===== config.mk =====
export PLATFORM = sky130hd
export DESIGN_NAME = vga_sync_decoder
export DESIGN_NICKNAME = d
export VERILOG_FILES = /design/src/rtl/vga_pkg.sv /design/src/rtl/vga_edge_det.sv /design/src/rtl/vga_sync_decoder.sv
export SDC_FILE = /design/constraint.sdc
export NUM_CORES = 1
export LEC_CHECK = 0
export ABC_AREA = 1
export CAP_MARGIN = 20
export CORE_MARGIN = 2
export CORE_UTILIZATION = 44
export CTS_BUF_LIST = sky130_fd_sc_hd__clkbuf_8 sky130_fd_sc_hd__clkbuf_16
export CTS_CLUSTER_DIAMETER = 30
export DETAILED_ROUTE_END_ITERATION = 10
export HOLD_SLACK_MARGIN = 0.06
export PLACE_DENSITY = 0.67
export SYNTH_ARGS = -nofsm -noshare
export SYNTH_HDL_FRONTEND = slang
export SYNTH_SLANG_ARGS = --single-unit

===== constraint.sdc =====
create_clock -name pclk -period 1.75 [get_ports pclk]
set_input_delay 0.175 -clock pclk [delete_from_list [all_inputs] [get_ports pclk]]
set_output_delay 0.175 -clock pclk [all_outputs]
set_load 0.02 [all_outputs]

===== src/rtl/vga_pkg.sv =====
// Shared 640x480 VGA timing constants and the lock FSM state encoding
// used by the receive-side sync decoder.
package vga_pkg;

   localparam int unsigned VGA_H_TOTAL     = 800;
   localparam int unsigned VGA_V_TOTAL     = 525;
   localparam int unsigned VGA_H_SYNC      = 96;
   localparam int unsigned VGA_V_SYNC      = 2;
   localparam int unsigned VGA_H_ACT_START = 144;
   localparam int unsigned VGA_V_ACT_START = 35;
   localparam int unsigned VGA_LOCK_FRAMES = 2;
   localparam int unsigned VGA_CNT_W       = 10;
   localparam int unsigned VGA_GOOD_W      = 4;
   localparam int unsigned VGA_ERR_W       = 8;

   typedef enum logic [1:0] {
      ST_UNLOCKED  = 2'd0,
      ST_MEASURING = 2'd1,
      ST_LOCKED    = 2'd2
   } lock_state_e;

endpackage


===== src/rtl/vga_edge_det.sv =====
// Registered edge detector: holds the previous input level and flags
// rising/falling transitions combinationally against the live input.
module vga_edge_det #(
   parameter logic RST_VAL = 1'b0
) (
   input  logic clk,
   input  logic rst_n,
   input  logic d,
   output logic q,
   output logic rise_c,
   output logic fall_c
);

   logic d_q;

   always_ff @(posedge clk or negedge rst_n) begin
      if (!rst_n) d_q <= RST_VAL;
      else        d_q <= d;
   end

   assign q      = d_q;
   assign rise_c = ~d_q & d;
   assign fall_c = d_q & ~d;

endmodule


===== src/rtl/vga_sync_decoder.sv =====
// VGA sync decoder: measures line/frame timing, declares lock and recovers
// pixel coordinates. Define VGA_DECODER_ERR_CNT_EN to build the error counter.
module vga_sync_decoder
   import vga_pkg::*;
#(
   parameter int unsigned H_TOTAL     = VGA_H_TOTAL,
   parameter int unsigned V_TOTAL     = VGA_V_TOTAL,
   parameter int unsigned LOCK_FRAMES = VGA_LOCK_FRAMES,
   parameter int unsigned CNT_W       = VGA_CNT_W
) (
   input  logic             pclk,
   input  logic             reset,
   input  logic             hsync,
   input  logic             vsync,
   input  logic             de,
   output logic [CNT_W-1:0] x,
   output logic [CNT_W-1:0] y,
   output logic             pix_valid,
   output logic             sof,
   output logic [CNT_W-1:0] line_len,
   output logic [CNT_W-1:0] frame_lines,
   output logic             locked,
   output logic [7:0]       err_cnt
);

   localparam logic [CNT_W-1:0]      H_TOT_C = CNT_W'(H_TOTAL);
   localparam logic [CNT_W-1:0]      V_TOT_C = CNT_W'(V_TOTAL);
   localparam logic [CNT_W-1:0]      CNT_MAX = {CNT_W{1'b1}};
   localparam logic [VGA_GOOD_W-1:0] LOCK_C  = VGA_GOOD_W'(LOCK_FRAMES);

   logic hs_q, vs_q, de_q;
   logic hs_rise_c, hs_fall_c, vs_rise_c, vs_fall_c, de_rise_c, de_fall_c;
   logic unused_edges;

   logic [CNT_W-1:0] h_meas_q, h_meas_d, v_meas_q, v_meas_d;
   logic [CNT_W-1:0] line_len_q, line_len_d, frame_lines_q, frame_lines_d;
   logic [CNT_W-1:0] x_q, x_d, y_q, y_d;
   logic             line_bad_q, line_bad_d, hs_seen_q, hs_seen_d;
   logic             locked_q, locked_d, pix_valid_q, pix_valid_d, sof_q, sof_d;
   logic [VGA_GOOD_W-1:0] good_cnt_q, good_cnt_d;
   lock_state_e      state_q, state_d;

   logic h_sat_c, hs_bad_c, vs_bad_c, frame_good_c;

   vga_edge_det #(.RST_VAL(1'b1)) u_hs_det (
      .clk(pclk), .rst_n(reset), .d(hsync), .q(hs_q), .rise_c(hs_rise_c), .fall_c(hs_fall_c)
   );
   vga_edge_det #(.RST_VAL(1'b1)) u_vs_det (
      .clk(pclk), .rst_n(reset), .d(vsync), .q(vs_q), .rise_c(vs_rise_c), .fall_c(vs_fall_c)
   );
   vga_edge_det #(.RST_VAL(1'b0)) u_de_det (
      .clk(pclk), .rst_n(reset), .d(de), .q(de_q), .rise_c(de_rise_c), .fall_c(de_fall_c)
   );

   assign unused_edges = ^{hs_q, vs_q, hs_rise_c, vs_rise_c};

   // Timing qualifiers; a pinned h_meas only counts as lost sync when no hs_fall restarts it.
   always_comb begin
      h_sat_c      = (h_meas_q == CNT_MAX) && !hs_fall_c;
      hs_bad_c     = hs_fall_c && hs_seen_q && (h_meas_q != H_TOT_C);
      vs_bad_c     = vs_fall_c && (v_meas_q != V_TOT_C);
      frame_good_c = (v_meas_q == V_TOT_C) && !line_bad_q && !hs_bad_c;
   end

   // Line and frame measurement; a line that coincides with vs_fall opens the new frame.
   always_comb begin
      h_meas_d      = h_meas_q;
      v_meas_d      = v_meas_q;
      line_len_d    = line_len_q;
      frame_lines_d = frame_lines_q;
      line_bad_d    = line_bad_q;
      hs_seen_d     = hs_seen_q;

      if (hs_fall_c) begin
         line_len_d = h_meas_q;
         h_meas_d   = CNT_W'(1);
         hs_seen_d  = 1'b1;
      end else if (h_meas_q != CNT_MAX) begin
         h_meas_d = h_meas_q + CNT_W'(1);
      end

      if (vs_fall_c) begin
         frame_lines_d = v_meas_q;
         v_meas_d      = hs_fall_c ? CNT_W'(1) : '0;
      end else if (hs_fall_c && (v_meas_q != CNT_MAX)) begin
         v_meas_d = v_meas_q + CNT_W'(1);
      end

      if (vs_fall_c)     line_bad_d = 1'b0;
      else if (hs_bad_c) line_bad_d = 1'b1;
   end

   // Lock FSM next state.
   always_comb begin
      state_d    = state_q;
      good_cnt_d = good_cnt_q;

      if (h_sat_c) begin
         state_d    = ST_UNLOCKED;
         good_cnt_d = '0;
      end else begin
         case (state_q)
            ST_UNLOCKED: begin
               if (vs_fall_c) begin
                  state_d    = ST_MEASURING;
                  good_cnt_d = '0;
               end
            end
            ST_MEASURING: begin
               if (vs_fall_c) begin
                  if (frame_good_c) begin
                     good_cnt_d = good_cnt_q + VGA_GOOD_W'(1);
                     if ((good_cnt_q + VGA_GOOD_W'(1)) >= LOCK_C) state_d = ST_LOCKED;
                  end else begin
                     good_cnt_d = '0;
                  end
               end
            end
            ST_LOCKED: begin
               if (hs_bad_c || vs_bad_c || (v_meas_q > V_TOT_C)) begin
                  state_d    = ST_MEASURING;
                  good_cnt_d = '0;
               end
            end
            default: begin
               state_d    = ST_UNLOCKED;
               good_cnt_d = '0;
            end
         endcase
      end

      locked_d = (state_d == ST_LOCKED);
   end

   // Pixel coordinates, qualified output and start-of-frame pulse.
   always_comb begin
      x_d = x_q;
      y_d = y_q;

      if (de_rise_c)                  x_d = '0;
      else if (de_q && x_q != CNT_MAX) x_d = x_q + CNT_W'(1);

      if (vs_fall_c)                       y_d = '0;
      else if (de_fall_c && y_q != CNT_MAX) y_d = y_q + CNT_W'(1);

      pix_valid_d = de && locked_q;
      sof_d       = vs_fall_c;
   end

   always_ff @(posedge pclk or negedge reset) begin
      if (!reset) begin
         h_meas_q      <= '0;
         v_meas_q      <= '0;
         line_len_q    <= '0;
         frame_lines_q <= '0;
         line_bad_q    <= 1'b0;
         hs_seen_q     <= 1'b0;
         state_q       <= ST_UNLOCKED;
         good_cnt_q    <= '0;
         locked_q      <= 1'b0;
         x_q           <= '0;
         y_q           <= '0;
         pix_valid_q   <= 1'b0;
         sof_q         <= 1'b0;
      end else begin
         h_meas_q      <= h_meas_d;
         v_meas_q      <= v_meas_d;
         line_len_q    <= line_len_d;
         frame_lines_q <= frame_lines_d;
         line_bad_q    <= line_bad_d;
         hs_seen_q     <= hs_seen_d;
         state_q       <= state_d;
         good_cnt_q    <= good_cnt_d;
         locked_q      <= locked_d;
         x_q           <= x_d;
         y_q           <= y_d;
         pix_valid_q   <= pix_valid_d;
         sof_q         <= sof_d;
      end
   end

`ifdef VGA_DECODER_ERR_CNT_EN
   logic [VGA_ERR_W-1:0] err_cnt_q, err_cnt_d;

   // Saturating count of bad edges seen once measurement has started.
   always_comb begin
      err_cnt_d = err_cnt_q;
      if ((state_q != ST_UNLOCKED) && (hs_bad_c || vs_bad_c) && (err_cnt_q != {VGA_ERR_W{1'b1}}))
         err_cnt_d = err_cnt_q + VGA_ERR_W'(1);
   end

   always_ff @(posedge pclk or negedge reset) begin
      if (!reset) err_cnt_q <= '0;
      else        err_cnt_q <= err_cnt_d;
   end

   assign err_cnt = err_cnt_q;
`else
   assign err_cnt = 8'd0;
`endif

   assign x           = x_q;
   assign y           = y_q;
   assign pix_valid   = pix_valid_q;
   assign sof         = sof_q;
   assign line_len    = line_len_q;
   assign frame_lines = frame_lines_q;
   assign locked      = locked_q;

endmodule


# Word-level counts from Yosys, hierarchy flattened

Index checks and enable logic that the tools add are counted.

Equality and inequality tests: 14
Reduce and logical (&&, ||, !) cells: 22
Multiplexer cells: 24
Bitwise logic cells: 8
$lt $le $gt $ge: 2
Add/subtract/negate cells: 5

Operators by type and width:

| cell                                                               | number |
|---|---|
| 2-to-1 mux 10 bit                                                  | 8 |
| inequality test 10 bit (second input constant)                     | 6 |
| adder 10 x 1 -> 10 bit (second input constant)                     | 4 |
| == test 10 bit (second input constant)                             | 2 |
| 2-to-1 mux 4 bit                                                   | 5 |
| 2-to-1 mux 2 bit                                                   | 6 |
| one-hot mux 4 bit (3 select lines)                                 | 1 |
| greater-than comparator 10 bit (second input constant)             | 1 |
| logical AND 1 bit                                                  | 10 |
| nonzero test 2 bit                                                 | 5 |
| inequality test 3 bit (second input constant)                      | 3 |
| one-hot mux 2 bit (3 select lines)                                 | 1 |
| adder 4 x 1 -> 4 bit (second input constant)                       | 1 |
| AND 1 bit                                                          | 4 |
| == test 2 bit (second input constant)                              | 2 |
| greater-or-equal comparator 4 x 2 -> 1 bit (second input constant) | 1 |
| inverter 1 bit                                                     | 4 |
| logical NOT 1 bit                                                  | 3 |
| 2-to-1 mux 1 bit                                                   | 3 |
| AND reduction 3 bit                                                | 1 |
| == test 2 x 1 -> 1 bit (second input constant)                     | 1 |
| logical NOT 2 bit                                                  | 1 |
| logical OR 1 bit                                                   | 2 |

Register bits: 74
Logic and storage cells: 91
Bits of input ports: 5

# Depth between registers and ports, before layout

Gate-level depths: netlist of run 1.

Depth in word-level cells: 11
Depth in mapped cells: 11
Gate-level depth less buffers: 11

# Hierarchy

Synthesis of run 1 repeated with hierarchy kept, for this count alone.

Cells, all modules: 477
Area total of the unflattened synthesis: 3877.5 µm²

By module, submodules not included:

| module                      | cells each | area each (µm²) | instances |
|---|---|---|---|
| vga_sync_decoder            | 462        | 3754.9          | 1 |
| vga_edge_det (u_hs_det ...) | 5          | 41.3            | 2 |
| vga_edge_det (u_de_det)     | 5          | 40.0            | 1 |

# Worst setup path after synthesis of run 1

No wires, ideal clock.

Path type: register -> register
From: register x_q[0], in the netlist x[0]
To: register x_q[9], in the netlist x[9]
Required time: 1616 ps
Data arrival time: 1506 ps
Cell stages (with the launch flop): 12
Path slack: 110 ps
Cells stage by stage: dfrtp_1 -> ha_1 -> nand3_2 -> nor2_1 -> nand2_1 -> inv_1 -> nand2_1 -> nand2_1 -> buf_4 -> nor2_1 -> a21oi_1 -> a21oi_1

Cells in the longest elaborated chain, start to end: 3
Elaborated cells between the ends (all ways): 6

RTL lines:

| item                                                             | RTL line                | source |
|---|---|---|
| start, declared                                                  | vga_sync_decoder.sv:37  | `logic [CNT_W-1:0] x_q, x_d, y_q, y_d;` |
| start signal, assigned                                           | vga_sync_decoder.sv:161 | `x_q <= '0;` |
| start signal, assigned                                           | vga_sync_decoder.sv:175 | `x_q <= x_d;` |
| adder 10 x 1 -> 10 bit or inequality test 10 bit (tied branches) | vga_sync_decoder.sv:141 | `else if (de_q && x_q != CNT_MAX) x_d = x_q + CNT_W'(1);` |
| 2-to-1 mux 10 bit or logical AND 1 bit (tied branches)           | vga_sync_decoder.sv:141 |  |
| 2-to-1 mux 10 bit or nonzero test 2 bit (tied branches)          | n/a                     |  |

Several ways; a longest one is shown, not always the timed one. The select of a mux whose other input is x is not followed.
A chain may end at the register's enable or synchronous reset.

# Final worst setup path of run 1

From: register y_q[0], in the netlist y[0]
To: output port y[0]

RTL lines:

| item                   | RTL line                | source |
|---|---|---|
| start, declared        | vga_sync_decoder.sv:37  |  |
| start signal, assigned | vga_sync_decoder.sv:176 | `y_q <= y_d;` |
| end, declared          | vga_sync_decoder.sv:17  | `output logic [CNT_W-1:0] y,` |

No word-level cell between the ends.

==> flow_summary.toml, run 1 <==
[logic_synthesis]
synth_area_um2 = 3870
ys_seq_area_frac = 0.479
ys_ff_latch = 74
syn_avg_cell_area_um2 = 8.61
ys_warn_count = 0
synthCells = 450
yosys.cell_types.count = 40

[min_path]
hp-start = "hsync"
hold_path_class = "input port to flop"

[detailed_routing]
antenna_left = 0
viasPerCell = 5.08
num_vias = 3179
wire_per_inst_um = 13.0
dr.pass1.iters = 5
dr_wl_met3_um = 272
drt_iter0_drc = 143
met1_length_mm = 3.88
wl_mm = 8.12
drc = 0
routed.top_layer = "met4"
wl_met2_mm = 3.79

[global_route]
grt_max_degree = 37
globalRouteOverflowTotal = 0
grt_first_pass_wirelength_mm = 14.2
antenna_found_initial = 0
gr-usage-all-layers = 0.182
grt_pass1_vias = 2996

[timing]
setup_ws_ps = 102
fin_tns_setup_ps = 0
hold_viol_final = 0
drv_slew = 0
fin_crit_ps = 1650
finalSetupViolations = 0
fmaxAchievable_mhz = 607
rsz0062_at_grt = "false"
fin_crit_sh = 0.942
fin_skew_ps = 7.98

[placed_design]
port_buffers = 47
gp_congestion = 0.854
hpwlAfterDp_mm = 5.85
dp_cells = 608
dp_slack_ps = 15.1

[power_and_ir_drop]
peakVddDrop_uv = 376
powerDensity_nw_per_um2 = 888
p_leak_uw = 0.00214

[cells_and_area]
areaGrowthSynthToFinish_pct = 22.5
instances_no_fill = 626
diodes = 0
fin_nets = 527
final_layout_size_suffix_gt1_frac = 0.162
fin_util = 0.550
num-fill-cells = 755

[clock_network]
cts_root_buffer = "clkbuf_8"
path_clk_slew_ps = 80
clk_latency_ps = 350
htreeDepth = 3
clkSinkCount = 74
max-clock-path-buffers = 2
cts_tree = "yes"
numCtsBuffers = 9

[die]
num_io_pins = 56
die_x_um = 97.8
floorplan.initialDensity = 0.449
rows = 34
core_area_um2 = 8640
die-area_um2 = 9570
fp.dieH_um = 97.8

[critical_path]
worstPathRequired_ps = 1570
end_kind = "output port"
crit_fanout = 4
rr_startpoint = "v_meas_q[1]$_DFFE_PN0P_"
critPathKind = "flop to output port"
crit_start = "y[0]$_DFFE_PN0P_"
worstPathArrival_ps = 1470
startpoint_type = "flop"

[status]
status = "finished clean"

[run]
maxCapViolations = 0
-- timing repair --
item | CTS | global route
gates resized for setup | 0 | 9
hold buffers | 1 | 0
endpoints found under the setup margin | 0 | 16
hold endpoints to repair | 24 | 0
setup buffers | 0 | 1
-- synth_stat cells (all sizes together) --
master / n / area, um2
a21oi: 27 / 143
dfstp: 2 / 52.6
inv: 52 / 195
a211oi: 1 / 7.51
nand3b: 1 / 20.0
clkinv: 2 / 12.5
o31ai: 1 / 7.51
ha: 9 / 113
nand2: 106 / 438
a31oi: 2 / 12.5
o21ai: 45 / 236
nor2: 39 / 196
clkbuf: 4 / 15.0
buf: 12 / 85.1
nor3b: 2 / 25.0
or2: 1 / 6.26
nand3: 27 / 175
xor2: 7 / 61.3
o211ai: 1 / 12.5
nor3: 24 / 179
o21a: 1 / 7.51
dfrtp: 72 / 1800
nand4: 9 / 56.3
o22ai: 2 / 12.5
conb: 1 / 3.75
-- where the power goes --
group          total, uW  leakage, uW  internal (uW)  switching, uW
registers           2010     0.000987           1860            146
clock network       1390     0.000103            729            657
logic                825      0.00105            346            480
-- per-stage QoR --
stage / hold slack, ps / instance area [um2] / power [uW]
after floorplan: -121 / 3900 / 2480
after global placement: 111 / 4510 / 2830
after detailed placement: 109 / 4510 / 2850
after CTS: 242 / 4720 / 4240
after global routing: 251 / 4750 / 4450
final: 249 / 4750 / 4220
-- placed cells by master (no fill, tap or decap), types with 6 or more instances in the layout --
| cell type | netlist | routed |
|---|---|---|
| clkbuf_8 | 0 | 11 |
| clkdlybuf4s50_1 | 0 | 46 |
| inv_2 | 7 | 10 |
| a21oi_1 | 25 | 25 |
| nand4_1 | 9 | 9 |
| nor3_1 | 16 | 15 |
| nand2_2 | 7 | 7 |
| nor2_1 | 32 | 32 |
| nand3_1 | 22 | 22 |
| ha_1 | 9 | 7 |
| inv_1 | 45 | 43 |
| conb_1 | 1 | 8 |
| nor3_2 | 5 | 6 |
| o21ai_0 | 33 | 33 |
| xor2_1 | 7 | 7 |
| nand2_1 | 96 | 95 |
| o21ai_1 | 11 | 11 |
| dfrtp_1 | 72 | 71 |
| buf_4 | 10 | 13 |
-- cells by family after synthesis --
family          Yosys count  synth area share
simple gates            209             0.283
compound gates           80             0.113
flops                    74             0.479
buf+inv                  70            0.0794
fa+ha+maj                 9            0.0291
xor+xnor                  7            0.0158
other cells               1          0.000968
-- registers in the layout, indices dropped and copies added, names as in the netlist --
register	cells
u_de_det.q	1
state_q	2
h_meas_q	10
line_bad_q	1
locked	1
u_vs_det.q	1
line_len	10
sof	1
hs_seen_q	1
pix_valid	1
u_hs_det.q	1
y	10
x	10
v_meas_q	10
good_cnt_q	4
frame_lines	10
-- path summary, 6_finish.rpt --
path / cells past startpoint / endpoint / slack [ps]
setup / recovery: 2 / y[0] / 100
hold / removal: 1 / u_hs_det.q$_DFF_PN1_ / 250
setup reg to reg: 8 / v_meas_q[2]$_DFFE_PN0P_ / 160
hold reg to reg: 2 / pix_valid$_DFF_PN0_ / 480
max in group asynchronous: 3 / u_vs_det.q$_DFF_PN1_ / 920
min in group asynchronous: 2 / line_len[6]$_DFFE_PN0N_ / 270
-- worst max-delay path, cell delays in order (launching register included) --
cell and delay, ps:
dfrtp_1 410, buf_4 130, clkdlybuf4s50_1 580
-- layout make-up --
class	count	area (um2)	area share
Multi-Input combinational cell	313	1760	0.370
Tap cell	108	135	0.0285
Sequential cell	74	1860	0.391
Clock inverter	5	53.8	0.0113
Inverter	54	208	0.0437
Clock buffer	11	151	0.0319
Timing Repair Buffer	61	588	0.124
-- layer usage --
metal	track usage	vias up
li1	-	1581
met1	0.258	1519
met2	0.272	63
met3	0.0315	16
met4	0.0865	0
met5	0	-
No activity file was read; power rests on OpenSTA's default activity.
==> run 2, diff against run 1 <==
==> constraint.sdc (replaced) <==
create_clock -name pclk -period 1.75 [get_ports pclk]
set_input_delay 0.35 -clock pclk [delete_from_list [all_inputs] [get_ports pclk]]
set_output_delay 0.35 -clock pclk [all_outputs]
set_load 0.02 [all_outputs]
==> run 2 against run 1 <==
Effect of this change: sequential cell count unchanged; critical path depth down 1; die area unchanged; cell count up 0.64%; total power down 7.2%; first-iteration DRC count up 0.70%; highest routed layer unchanged; global-route usage down 0.081 points; largest power group unchanged; sequential power about the same.
==> flow_summary.toml, run 2 (synthesis results as in run 1) <==
[min_path]
hold_path_class = "input port to flop"

[die]
fp.dieH_um = 97.8
num_io_pins = 56
floorplan.initialDensity = 0.449
core_area_um2 = 8640
die-area_um2 = 9570
die_x_um = 97.8
rows = 34

[placed_design]
gp_congestion = 0.812
port_buffers = 47
dp_cells = 614
hpwlAfterDp_mm = 5.94

[cells_and_area]
num-fill-cells = 797
fin_nets = 532
final_cell_mix = "95 x nand2_1, 71 x dfrtp_1, 47 x inv_1, 33 x o21ai_0, 32 x nor2_1"
areaGrowthSynthToFinish_pct = 22.4
final_layout_size_suffix_gt1_frac = 0.161
regArea_um2 = 1860
fin_util = 0.549
diodes = 0
instances_no_fill = 630
multi_input_area_um2 = 1760
mostFrequentLayoutCell = "nand2_1"

[critical_path]
slowest_delay_ps = 620
crit_fanout = 4
worstPathArrival_ps = 1350
critPathKind = "flop to output port"
end_kind = "output port"
critPathTopFamily = "buffers and inverters"
crit_slowest_cell = "clkdlybuf4s50_1"
worstPathRequired_ps = 1400
crit_chain = "clkdlybuf4s50_1"
startpoint_type = "flop"
critPathBufInv = 1

[detailed_routing]
wl_mm = 8.03
wire_per_inst_um = 12.7
dr.pass1.iters = 4
antenna_left = 0
drc = 0
viasPerCell = 4.97
num_vias = 3131
drt_iter0_drc = 144

[clock_network]
path_clk_slew_ps = 70
cts_tree = "yes"
htreeDepth = 3
clk_latency_ps = 350
cts_root_buffer = "clkbuf_8"
numCtsBuffers = 9
max-clock-path-buffers = 2
clkSinkCount = 74
post_cts_buffers = 0

[timing]
drv_slew = 0
fin_skew_ps = 7.49
fin_tns_setup_ps = 0
finalSetupViolations = 0
fin_crit_ps = 1700
fmaxAchievable_mhz = 589
hold_viol_final = 0
rsz0062_at_grt = "false"
fin_crit_sh = 0.971
hold_ws_ps = 428

[status]
status = "finished clean"

[run]
maxCapViolations = 0

[power_and_ir_drop]
powerDensity_nw_per_um2 = 825
p_leak_uw = 0.00233
peakVddDrop_uv = 329

[global_route]
grt_pass1_vias = 2970
grt_first_pass_wirelength_mm = 14.1
gr-usage-all-layers = 0.181
antenna_found_initial = 0
grt_max_degree = 37
globalRouteOverflowTotal = 0
==> run 2: metrics by stage <==
step,setup WS [ps],area [um2],total power (uW)
global route,5.39,4740,4170
CTS,1.13,4700,3960
finish,51.4,4740,3910
global placement,-90.1,4550,2830
detailed placement,-107,4550,2850
floorplan,110,3900,2480
==> run 2: what timing repair did <==
item / in CTS / in global routing
endpoints found under the setup margin: 9 / 25
hold buffers: 1 / 0
pin swaps: 0 / 2
hold endpoints to repair: 30 / 0
gates resized for setup: 9 / 15
==> run 2: path summary, 6_finish.rpt <==
path                                               from                      end  slack (ps)  cells after the start
min in group asynchronous                         reset  line_len[3]$_DFFE_PN0N_         500                      2
worst min-delay path                              vsync     u_vs_det.q$_DFF_PN1_         430                      1
max in group asynchronous                         reset  v_meas_q[0]$_DFFE_PN0P_         740                      3
worst max register to register  h_meas_q[1]$_DFFE_PN0N_         locked$_DFF_PN0_         150                      8
worst min register to register         locked$_DFF_PN0_      pix_valid$_DFF_PN0_         480                      2
worst max-delay path                   y[7]$_DFFE_PN0P_                     y[7]          50                      1
==> run 2: report_power, final <==
part	total (uW)	internal, uW	switching (uW)
logic	796	324	473
clock network	1110	486	624
registers	2010	1860	147
total	3910	2670	1240
==> run 2: layout make-up <==
cell class                      count  area share
Clock buffer                        9      0.0261
Clock inverter                      6     0.00607
Inverter                           54      0.0438
Multi-Input combinational cell    313       0.371
Sequential cell                    74       0.391
Tap cell                          108      0.0285
Timing Repair Buffer               66       0.134
==> run 2: layer usage <==
layer / up-vias / wire (um) / share of wire / global-route usage
met2: 54 / 3720 / 0.46 / 0.283
met4: 0 / 148 / 0.018 / 0.0737
met5: - / 0 / 0 / 0
li1: 1599 / - / - / -
met3: 12 / 269 / 0.034 / 0.0329
met1: 1466 / 3890 / 0.48 / 0.250
==> run 2: worst reg2reg max path, cell delays in order (launching register included) <==
cell,delay (ps)
dfrtp_1,410
inv_1,110
ha_1,170
nand3_1,130
o21ai_4,240
nand3_4,130
nor2_2,100
nand2_1,70
a21oi_1,160
==> run 3, diff against run 2 <==
- CELL_PAD_IN_SITES_DETAIL_PLACEMENT: unset -> 1
- CELL_PAD_IN_SITES_GLOBAL_PLACEMENT: unset -> 2
- CORE_UTILIZATION: 44 -> 33
- PLACE_DENSITY: 0.67 -> unset
- PLACE_DENSITY_LB_ADDON: unset -> 0.1
==> run 3 against run 2 <==
Effect of this change: worst hold slack better by 23 ps; design area is 4.5% higher; cell count is 6.8% higher; register-to-register slack hardly changed; fmax is 0.33% lower; non-clock buffer count is 8 higher; largest power group unchanged; highest routed layer unchanged.
==> flow_summary.toml, run 3 (synthesis results as in run 1) <==
[status]
status = "finished clean"

[detailed_routing]
viasPerCell = 4.79
antenna_left = 0
drt_iter0_drc = 90
dr.pass1.iters = 4
wl_mm = 9.71
wire_per_inst_um = 14.4
num_vias = 3227
drc = 0

[power_and_ir_drop]
power_uw = 4530
powerDensity_nw_per_um2 = 914
peakVddDrop_uv = 447
p_leak_uw = 0.00235

[die]
die_x_um = 112
num_io_pins = 56
floorplan.initialDensity = 0.339
fp.dieH_um = 112
rows = 39
core_area_um2 = 11400
die-area_um2 = 12600

[clock_network]
clkSinkCount = 74
cts_root_buffer = "clkbuf_16"
cts_tree = "yes"
numCtsBuffers = 9
clk_latency_ps = 340
path_clk_slew_ps = 60
max-clock-path-buffers = 2
htreeDepth = 3

[timing]
hold_viol_final = 0
fmaxAchievable_mhz = 587
fin_crit_ps = 1700
drv_slew = 0
fin_skew_ps = 3.47
rsz0062_at_grt = "false"
fin_crit_sh = 0.974
finalSetupViolations = 0
setup_ws_ps = 45.8

[global_route]
gr-usage-all-layers = 0.167
grt_max_degree = 32
grt_first_pass_wirelength_mm = 16.7
antenna_found_initial = 0
grt_pass1_vias = 3410
globalRouteOverflowTotal = 0

[cells_and_area]
fin_util = 0.434
final_cell_mix = "95 x nand2_1, 72 x dfrtp_1, 48 x inv_1, 35 x clkdlybuf4s50_1, 33 x o21ai_0"
fin_area_um2 = 4960
mostFrequentLayoutCell = "nand2_1"
areaGrowthSynthToFinish_pct = 27.9
diodes = 0
final_layout_size_suffix_gt1_frac = 0.168
instances_no_fill = 673
fin_nets = 540

[critical_path]
crit_chain = "clkdlybuf4s50_1"
critPathBufInv = 1
critPathTopFamily = "buffers and inverters"
crit_fanout = 4
startpoint_type = "flop"
crit_slowest_cell = "clkdlybuf4s50_1"
worstPathRequired_ps = 1400
critPathKind = "flop to output port"
slowest_delay_ps = 630
worstPathArrival_ps = 1350
end_kind = "output port"

[placed_design]
placed_cell_area_um2 = 4640
gp_congestion = 0.785
hpwlAfterDp_mm = 7.28
dp_cells = 655
dp_slack_ps = -140
port_buffers = 47

[run]
maxCapViolations = 0

[min_path]
hold_path_class = "input port to flop"
run 3: cell types whose count changed in the layout (fill, tap and decap cells not counted), moves of 2 or more:
| cell | change |
|---|---|
| buf_4 | +8 |
| clkbuf_16 | +9 |
| clkbuf_8 | -7 |
| clkdlybuf4s50_1 | +6 |
| clkinv_2 | -2 |
| dlygate4sd2_1 | -2 |
| dlymetal6s2s_1 | -4 |
run 3: path summary, 6_finish.rpt:
check	from	endpoint	slack (ps)	depth (start not counted)
setup / recovery	y[2]$_DFFE_PN0P_	y[2]	50	1
hold / removal	hsync	u_hs_det.q$_DFF_PN1_	450	1
setup reg to reg	h_meas_q[1]$_DFFE_PN0N_	locked$_DFF_PN0_	160	8
hold reg to reg	frame_lines[3]$_DFFE_PN0P_	frame_lines[3]$_DFFE_PN0P_	490	2
max in group asynchronous	reset	u_vs_det.q$_DFF_PN1_	650	3
min in group asynchronous	reset	line_len[6]$_DFFE_PN0N_	490	2
run 3: final cells by class:
type,count,area (um2)
fillers,1372,6460
flip-flops and latches,74,1850
multi-input cells,313,1760
repair buffers,74,687
clock buffers,11,253
inverters,54,208
well taps,143,179
clock inverters,4,15.0
run 3: layer usage:
layer / global-route usage / wire [um]
met1: 0.224 / 4770
met3: 0.0346 / 271
met5: 0 / 0
met4: 0.0683 / 161
met2: 0.263 / 4510
run 3: metrics by stage:
stage / hold WS, ps / TNS, ps
after floorplan: 54.4 / 0
after global placement: 308 / -963
after detailed placement: 313 / -1450
after CTS: 442 / 0
after global routing: 453 / 0
final: 451 / 0
run 3: timing repair:
action,CTS,global route
gates cloned,0,0
hold buffers,1,0
pin swaps,0,1
endpoints found under the hold margin,24,0
endpoints found under the setup margin,7,21
gates resized for setup,7,10
setup buffers,0,2
run 3: report_power, final:
part / leakage, uW / internal (uW) / switching, uW
Clock: 0.000147 / 1010 / 669
Sequential: 0.000988 / 1860 / 143
Combinational: 0.00122 / 346 / 501
Total: 0.00235 / 3220 / 1310
